$ cat src/rtl/mem_arb_pkg.sv
// rtl/mem_arb_pkg.sv - shared state encoding, channel indices and request-flag helpers
package mem_arb_pkg;

    typedef enum logic [1:0] {
        IDLE  = 2'd0,
        ISSUE = 2'd1,
        RESP  = 2'd2
    } arb_state_t;

    localparam logic CH_D = 1'b0;
    localparam logic CH_I = 1'b1;

    localparam int RWE_R = 0;
    localparam int RWE_W = 1;

    // Read/write flag pair belonging to one channel
    function automatic logic [1:0] rwe_pair(input logic [3:0] rwe, input logic ch);
        return ch ? rwe[3:2] : rwe[1:0];
    endfunction

endpackage

$ cat src/rtl/mem_arb_rr.sv
// rtl/mem_arb_rr.sv - two-way grant select; MEM_ARB_FIXED_PRIO_EN gives channel 0 fixed priority
module mem_arb_rr
    import mem_arb_pkg::*;
(
    input  logic       clk,
    input  logic       rst,
    input  logic [1:0] req,
    input  logic       take,
    output logic       gnt_valid,
    output logic       gnt_idx
);

    logic last_gnt;

    // Remember which channel won most recently; starts at 1 so channel 0 wins the first tie
    always_ff @(posedge clk) begin
        if (rst) begin
            last_gnt <= CH_I;
        end else if (take) begin
            last_gnt <= gnt_idx;
        end
    end

    // Pick a winner among the pending channels
    always_comb begin
        gnt_valid = |req;
`ifdef MEM_ARB_FIXED_PRIO_EN
        gnt_idx = req[CH_D] ? CH_D : CH_I;
`else
        if (req[CH_D] && req[CH_I]) begin
            gnt_idx = ~last_gnt;
        end else begin
            gnt_idx = req[CH_I] ? CH_I : CH_D;
        end
`endif
    end

endmodule

$ cat src/rtl/mem_arbiter.sv
// rtl/mem_arbiter.sv - two-channel CPU to single-port memory arbiter (MEM_ARB_FIXED_PRIO_EN selects fixed priority)
module mem_arbiter
    import mem_arb_pkg::*;
#(
    parameter int ADDR_W = 32,
    parameter int DATA_W = 32
) (
    input  logic                clk,
    input  logic                rst,
    input  logic [3:0]          cpu_rwe_i,
    input  logic [2*ADDR_W-1:0] cpu_addr_i,
    input  logic [7:0]          cpu_sel_i,
    input  logic [2*DATA_W-1:0] cpu_data_i,
    output logic [2*DATA_W-1:0] cpu_data_o,
    output logic [1:0]          cpu_busy_o,
    output logic [1:0]          cpu_done_o,
    output logic                ram_req_o,
    output logic                ram_we_o,
    output logic [ADDR_W-1:0]   ram_addr_o,
    output logic [3:0]          ram_sel_o,
    output logic [DATA_W-1:0]   ram_wdata_o,
    input  logic                ram_ack_i,
    input  logic [DATA_W-1:0]   ram_rdata_i
);

    arb_state_t state, state_nxt;

    logic [1:0][ADDR_W-1:0] addr_v;
    logic [1:0][3:0]        sel_v;
    logic [1:0][DATA_W-1:0] wdata_v;
    logic [1:0][DATA_W-1:0] rdata_q;
    logic [1:0]             pend;
    logic [1:0]             gnt_pair;
    logic [1:0]             busy_q;
    logic [1:0]             done_q;
    logic                   gnt_valid;
    logic                   gnt_idx;
    logic                   take;
    logic                   cur_ch;
    logic                   we_q;
    logic [ADDR_W-1:0]      addr_q;
    logic [3:0]             sel_q;
    logic [DATA_W-1:0]      wdata_q;

    assign addr_v  = cpu_addr_i;
    assign sel_v   = cpu_sel_i;
    assign wdata_v = cpu_data_i;

    // A channel is pending while it asserts any flag and is not in its completion cycle
    always_comb begin
        pend = '0;
        for (int c = 0; c < 2; c++) begin
            pend[c] = (rwe_pair(cpu_rwe_i, c[0])[RWE_R] | rwe_pair(cpu_rwe_i, c[0])[RWE_W])
                      & ~done_q[c];
        end
    end

    assign gnt_pair = rwe_pair(cpu_rwe_i, gnt_idx);

    mem_arb_rr u_rr (
        .clk       (clk),
        .rst       (rst),
        .req       (pend),
        .take      (take),
        .gnt_valid (gnt_valid),
        .gnt_idx   (gnt_idx)
    );

    // State register
    always_ff @(posedge clk) begin
        if (rst) begin
            state <= IDLE;
        end else begin
            state <= state_nxt;
        end
    end

    // Next state, grant acceptance and the downstream request strobe
    always_comb begin
        state_nxt = state;
        take      = 1'b0;
        ram_req_o = 1'b0;
        unique case (state)
            IDLE: begin
                if (gnt_valid) begin
                    take      = 1'b1;
                    state_nxt = ISSUE;
                end
            end
            ISSUE: begin
                ram_req_o = 1'b1;
                if (ram_ack_i) begin
                    state_nxt = RESP;
                end
            end
            RESP:    state_nxt = IDLE;
            default: state_nxt = IDLE;
        endcase
    end

    // Latch the granted request, capture read data on ack, drive busy and done
    always_ff @(posedge clk) begin
        if (rst) begin
            cur_ch  <= CH_D;
            we_q    <= 1'b0;
            addr_q  <= '0;
            sel_q   <= '0;
            wdata_q <= '0;
            busy_q  <= '0;
            done_q  <= '0;
            rdata_q <= '0;
        end else begin
            done_q <= '0;
            if (take) begin
                cur_ch          <= gnt_idx;
                we_q            <= gnt_pair[RWE_W];
                addr_q          <= addr_v[gnt_idx];
                sel_q           <= sel_v[gnt_idx];
                wdata_q         <= wdata_v[gnt_idx];
                busy_q[gnt_idx] <= 1'b1;
            end
            if (state == ISSUE && ram_ack_i) begin
                done_q[cur_ch] <= 1'b1;
                if (!we_q) begin
                    rdata_q[cur_ch] <= ram_rdata_i;
                end
            end
            if (state == RESP) begin
                busy_q[cur_ch] <= 1'b0;
            end
        end
    end

    assign ram_we_o    = we_q;
    assign ram_addr_o  = addr_q;
    assign ram_sel_o   = sel_q;
    assign ram_wdata_o = wdata_q;
    assign cpu_busy_o  = busy_q;
    assign cpu_done_o  = done_q;
    assign cpu_data_o  = rdata_q;

endmodule

$ cat config.mk
export PLATFORM = sky130hd
export DESIGN_NAME = mem_arbiter
export DESIGN_NICKNAME = d
export VERILOG_FILES = /design/src/rtl/mem_arb_pkg.sv /design/src/rtl/mem_arb_rr.sv /design/src/rtl/mem_arbiter.sv
export SDC_FILE = /design/constraint.sdc
export NUM_CORES = 1
export LEC_CHECK = 0
export CAP_MARGIN = 20
export CORE_UTILIZATION = 29
export DETAILED_ROUTE_END_ITERATION = 7
export SETUP_SLACK_MARGIN = 0.05
export SYNTH_ARGS = -nofsm -noshare
export SYNTH_HDL_FRONTEND = slang
export SYNTH_HIERARCHICAL = 1
export SYNTH_SLANG_ARGS = --single-unit
$ cat constraint.sdc
create_clock -name clk -period 2.4 [get_ports clk]
set_clock_uncertainty 0.15 [all_clocks]
set_input_delay 0.24 -clock clk [delete_from_list [all_inputs] [get_ports clk]]
set_output_delay 0.24 -clock clk [all_outputs]
set_load 0.05 [all_outputs]
==> results of run 1 <==
-- metrics by stage --
step	power, W	hold slack [ns]	instances	area (um^2)	setup slack (ns)
2_1_floorplan	0.00406	0.184	589	5990	0.278
3_3_place_gp	0.00498	0.308	1139	9470	0.0887
3_5_place_dp	0.00499	0.316	1139	9470	0.0343
4_1_cts	0.00781	0.00836	1170	10100	0.163
5_1_grt	0.00803	0.0211	1170	10100	0.110
6_report	0.00769	0.0201	1171	10100	0.218
-- cells in the mapped netlist (all sizes together) --
cell and n:
and2 1, clkbuf 18, a21boi 1, a311oi 1
or2 1, inv 3, buf 33, nand2b 96
or3b 1, a211oi 69, nor2b 2, a21oi 3
nor3 3, a211o 1, nor2 76, or3 1
dfxtp 141, nand3b 1, nor3b 3, mux2i 134
-- flip-flops by register name (all words and copies together) (netlist names) --
register	flops
cpu_data_o	64
ram_addr_o	32
ram_wdata_o	32
ram_sel_o	4
cpu_busy_o	2
cpu_done_o	2
state	2
cur_ch	1
ram_we_o	1
u_rr/last_gnt	1
-- logic make-up after synthesis --
| family | count (synthesis) | share of synthesized area, % |
|---|---|---|
| DFF | 141 | 47.1 |
| muxes | 134 | 22.4 |
| buffers and inverters | 54 | 4.64 |
| AOI/OAI and AO/OA | 75 | 9.32 |
| and+or+nand+nor | 185 | 16.5 |
-- power groups by stage --
stage	combinational, W	sequential, W	clock (W)
2_1_floorplan	0.000665	0.00340	0
3_3_place_gp	0.00227	0.00272	0
3_5_place_dp	0.00227	0.00272	0
4_1_cts	0.00228	0.00267	0.00286
5_1_grt	0.00237	0.00270	0.00296
6_report	0.00225	0.00267	0.00277
-- worst paths after layout --
path                                     start             end  cells past startpoint  slack (ns)
worst max-delay path                  ram_we_o        ram_we_o                      1        0.22
worst min-delay path                       rst   cpu_busy_o[1]                      2        0.02
worst max register to register   cpu_done_o[0]   ram_addr_o[0]                      7        0.52
worst min register to register  cpu_data_o[25]  cpu_data_o[25]                      2        0.32
-- cell type report --
cell class	instances	share of cell area, %
inverters	3	0.112
clock inverters	13	1.90
flip-flops and latches	141	28.0
repair buffers	331	33.6
diodes	1	0.0248
clock buffers	18	4.25
multi-input cells	394	28.8
well taps	270	3.35
-- metal layers --
metal / global-route usage (%) / vias to the layer above / share of wire (%)
li1: - / 2648 / -
met1: 19.9 / 2251 / 43
met2: 28.5 / 210 / 48
met3: 5.83 / 17 / 7.6
met4: 5.79 / 0 / 1.3
met5: 0 / - / 0
==> metrics.md, run 1 <==
| Metric | Value |
|---|---|
| Worst-Margin Slew | roughly 0.6 ns |
| Deepest clock path buffer count | 2 |
| Share of power burned in registers | a little over a third |
| Wirelength per Cell | between 15 and 20 um |
| DRT Pass-1 Iters | 4 |
| Residual DRC | 0 |
| HP Class | in2reg |
| CTS tree | built |
| Total length of routed wires | ~18 mm |
| Final nets | approximately 1.1k |
| Crit-path slowest cell | clkdlybuf4s50_1 |
| Port bufs | 312 |
| Core ar. | just over 20000 um^2 |
| Max incr delay on CP | roughly 0.92 ns |
| Vias | ~5.1k |
| DP HPWL | approximately 13 mm |
| Final setup TNS | 0 ns |
| Area grow syn2layout | 68.5% |
| I/O pin total | between 300 and 400 |
| RSZ-0062 raised after global routing | no |
| Crit Path Max Fanout | 6 |
| Startpoint types | register |
| Post_cts resized | 0 |
| Max-slew violation count | 0 |
| Post-Syn Area per Cell | roughly 10 um^2 |
| Vias/cell | 4.38 |
| CP top delay family | buffers and inverters |
| Vias in the first global route | about 5k |
| Iter 0 DRT Violations | approximately 110 |
| Multi-input gate area | about 2900 um^2 |
| Status | complete, no violations |
| Pwr dens | 762 nW/um^2 |
| Slew margin rel. | 60.4% |
| Worst Path Required | between 2 and 2.5 ns |
| Synth Cell Area | 5990 um^2 |
| CP Capture Type | output pin |
| Max-Cap Viols | 0 |
| Crit Path Class | reg2out |
| Gate power share | just under 30% |
| Worst Path Buf+Inv | 1 |
| Clock power share | 36.1% |
| Critical path, cell by cell | clkdlybuf4s50_1 |
| Largest net degree at the start of global routing | 69 |
| Commonest non-fill, non-tap cells in the layout | 310 x clkdlybuf4s50_1, 141 x dfxtp_1, 134 x mux2i_1 |
| Psw | between 0.002 and 0.0025 W |
| Top post-synthesis cells by area | dfxtp_1 47%, mux2i_1 22%, nand2b_1 10% |
| GRT Util Overall | 16.9% |
| Max VDD drop | a little over 400 uV |
| Global-route wire length before repair | 27.8 mm |
| CTS clk-pin slew, worst paths | around 0.06 ns |
| Top-area cell type share of the netlist area | 47.1% |
| Internal | 0.00525 W |
| Clock Tree Root | clkbuf_16 |
| Site Rows | 52 |
| Sw frac | 31.7% |
| Worst-Skew Late Latency | between 0.4 and 0.5 ns |
| Final Hold Viols | 0 |
| Proportion of layout cells with a drive suffix above 1 | around 6.3% |
| Setup bufs post-CTS | 0 |
| Period minus WS final | 2.18 ns |
| Yosys top cell by area | dfxtp_1 |
| Height of the chip | 146 um |
| Initial antenna violation count | 1 |
| Yosys cell types | 25 |
| Fmax | 0.458 GHz |
| Fin util | 49.9% |
| Sequential area share after synthesis | roughly 47% |
| CP arrival | 1.79 ns |
| Placer congestion estimate | about 0.77 |
| Clock Sinks | around 140 |
| Cells after Synth | 589 |
| Most common cell after layout, fill and taps aside | clkdlybuf4s50_1 |
| Grt total ovfl | 0 |
| Routed Antenna Nets | 0 |
| Final setup violation count | 0 |
| Leak | between 3 and 4 nW |
| Ys Warns | 6 |
| Initial Util | between 20 and 30% |
| CTS H-Tree Depth | 4 |
| Width of the die | between 100 and 150 um |
| Hold-fix buffers, CTS | 0 |
| FF+latch area | roughly 2800 um^2 |
| Die Area | around 21000 um^2 |
| CTS buffer count | 17 |
| Mapped Nets | 764 |
| Fill cells | roughly 1.9k |
| Post-synthesis register bit count | 141 |
| Final Cycle Share | approximately 91% |
(Power assumes the default switching activity.)
==> run 2, diff against run 1 <==
--- a/config.mk
+++ b/config.mk
@@ -6,8 +6,9 @@
 export NUM_CORES = 1
 export LEC_CHECK = 0
 export CAP_MARGIN = 20
-export CORE_UTILIZATION = 29
+export CORE_UTILIZATION = 40
 export DETAILED_ROUTE_END_ITERATION = 7
+export PLACE_DENSITY = 0.81
 export SETUP_SLACK_MARGIN = 0.05
 export SYNTH_ARGS = -nofsm -noshare
 export SYNTH_HDL_FRONTEND = slang
==> metrics.md, run 2 (synthesis results as in run 1) <==
| Metric | Value |
|---|---|
| Status | complete, no violations |
| Commonest non-fill, non-tap cells in the layout | 310 x clkdlybuf4s50_1, 141 x dfxtp_1, 134 x mux2i_1 |
| Worst-Margin Slew | around 0.58 ns |
| Height of the chip | roughly 120 um |
| Clock Sinks | 141 |
| Port bufs | roughly 310 |
| Core ar. | about 15000 um^2 |
| HP Class | in2reg |
| Crit Path Max Fanout | 6 |
| Max-slew violation count | 0 |
| CP Capture Type | output pin |
| Vias/cell | between 4 and 5 |
| CTS tree | built |
| Crit-path slowest cell | clkdlybuf4s50_1 |
| Initial antenna violation count | 0 |
| Final setup TNS | 0 ns |
| Max-Cap Viols | 0 |
| Worst Path Buf+Inv | 1 |
| Deepest clock path buffer count | 2 |
| Vias | between 5k and 6k |
| Wirelength per Cell | about 16 um |
| Post-Place Cells | 1049 |
| Worst-Skew Late Latency | slightly above 0.4 ns |
| CP top delay family | buffers and inverters |
| CTS clk-pin slew, worst paths | about 0.060 ns |
| Max VDD drop | between 500 and 600 uV |
| Site Rows | between 40 and 50 |
| Hold depth | 3 |
| DRT Pass-1 Iters | 4 |
| Most common cell after layout, fill and taps aside | clkdlybuf4s50_1 |
| Grt total ovfl | 0 |
| I/O pin total | approximately 310 |
| Final Cycle Share | roughly 90% |
| CTS buffer count | 17 |
| Critical path depth | 1 |
| Fill cells | ~1.2k |
| Leak | about 3.9 nW |
| Total length of routed wires | roughly 17 mm |
| CTS H-Tree Depth | 4 |
| Period minus WS final | 2.13 ns |
| Crit Path Class | reg2out |
| Area grow syn2layout | 65.6% |
| CP arrival | between 1.5 and 2 ns |
| Final Hold Viols | 0 |
| Critical path, cell by cell | clkdlybuf4s50_1 |
| Reg2reg path depth | 7 |
| DP HPWL | about 13 mm |
| Width of the die | 124 um |
| Die Area | 15500 um^2 |
| Worst Path Required | approximately 2.0 ns |
| Final nets | around 1.1k |
| Placer congestion estimate | a little under 0.8 |
| GRT Util Overall | 22.0% |
| Pwr dens | approximately 760 nW/um^2 |
| Startpoint types | register |
| Final setup violation count | 0 |
| Largest net degree at the start of global routing | 92 |
| Layout Cells excl Fill | roughly 1.1k |
| Fmax | 0.469 GHz |
| Max incr delay on CP | around 0.88 ns |
| Design Power | approximately 0.0075 W |
| Routed Antenna Nets | 0 |
| Proportion of layout cells with a drive suffix above 1 | between 5 and 6% |
| Slew margin rel. | 61.0% |
| RSZ-0062 raised after global routing | no |
| Iter 0 DRT Violations | 286 |
| Clock Tree Root | clkbuf_16 |
| Post-route cell area | ~10000 um^2 |
| Placed inst area | just over 9000 um^2 |
| ANT cells | 0 |
| Vias in the first global route | between 5k and 6k |
| Max reg flops | 64 |
| Residual DRC | 0 |
| Global-route wire length before repair | around 27 mm |
| Initial Util | 41.0% |
-- run 2: changes by cell type in the layout (fill, tap and decap cells not counted), sizes merged --
cell         delta
clkinv          +1
diode           -1
dlygate4sd2     +1
bufinv          -1
clkinvlp        +1
buf             -5
clkbuf          +2
dlygate4sd3     +1
inv             -2
-- run 2: path summary, 6_finish.rpt --
check / endpoint / startpoint / slack [ns]
setup / recovery: ram_we_o / ram_we_o / 0.27
hold / removal: cpu_data_o[5] / ram_rdata_i[5] / 0.27
setup reg to reg: ram_addr_o[5] / cpu_done_o[0] / 0.58
hold reg to reg: cpu_data_o[14] / cpu_data_o[14] / 0.32
-- run 2: what timing repair did --
| action | in CTS | in global routing |
|---|---|---|
| endpoints found under the setup margin | 1 | 0 |
| setup buffers | 0 | 0 |
| endpoints found under the hold margin | 9 | 0 |
| resized for setup | 1 | 0 |
| hold buffers | 1 | 0 |
-- run 2: layout make-up --
cell class	count	area [um^2]	area share, %
Clock buffer	20	447	4.50
Clock inverter	12	145	1.46
Inverter	3	11.3	0.114
Multi-Input combinational cell	394	2910	29.3
Sequential cell	141	2820	28.5
Tap cell	184	230	2.32
Timing Repair Buffer	328	3350	33.8
-- run 2: metal layers --
layer  track usage [%]  vias up  part of all wire, %  routed length, um
met3              7.30       28                  6.7               1140
met1              24.0     2345                   40               6790
met2              38.6      209                   50               8500
met4              9.36        0                  2.7                452
li1                  -     2642                    -                  -
met5                 0        -                    0                  0
-- run 2: per-stage QoR --
stage	hold WS (ns)	setup WS (ns)	utilization [%]
after floorplan	0.184	0.278	-
after global placement	0.308	0.201	63.9
after detailed placement	0.313	0.127	63.9
after CTS	0.250	0.237	68.0
after global routing	0.269	0.207	68.0
final	0.265	0.267	68.0
-- run 2: power breakdown --
part / internal (W) / switching, W
registers: 0.00255 / 0.000119
clock network: 0.00165 / 0.000966
logic: 0.000940 / 0.00130
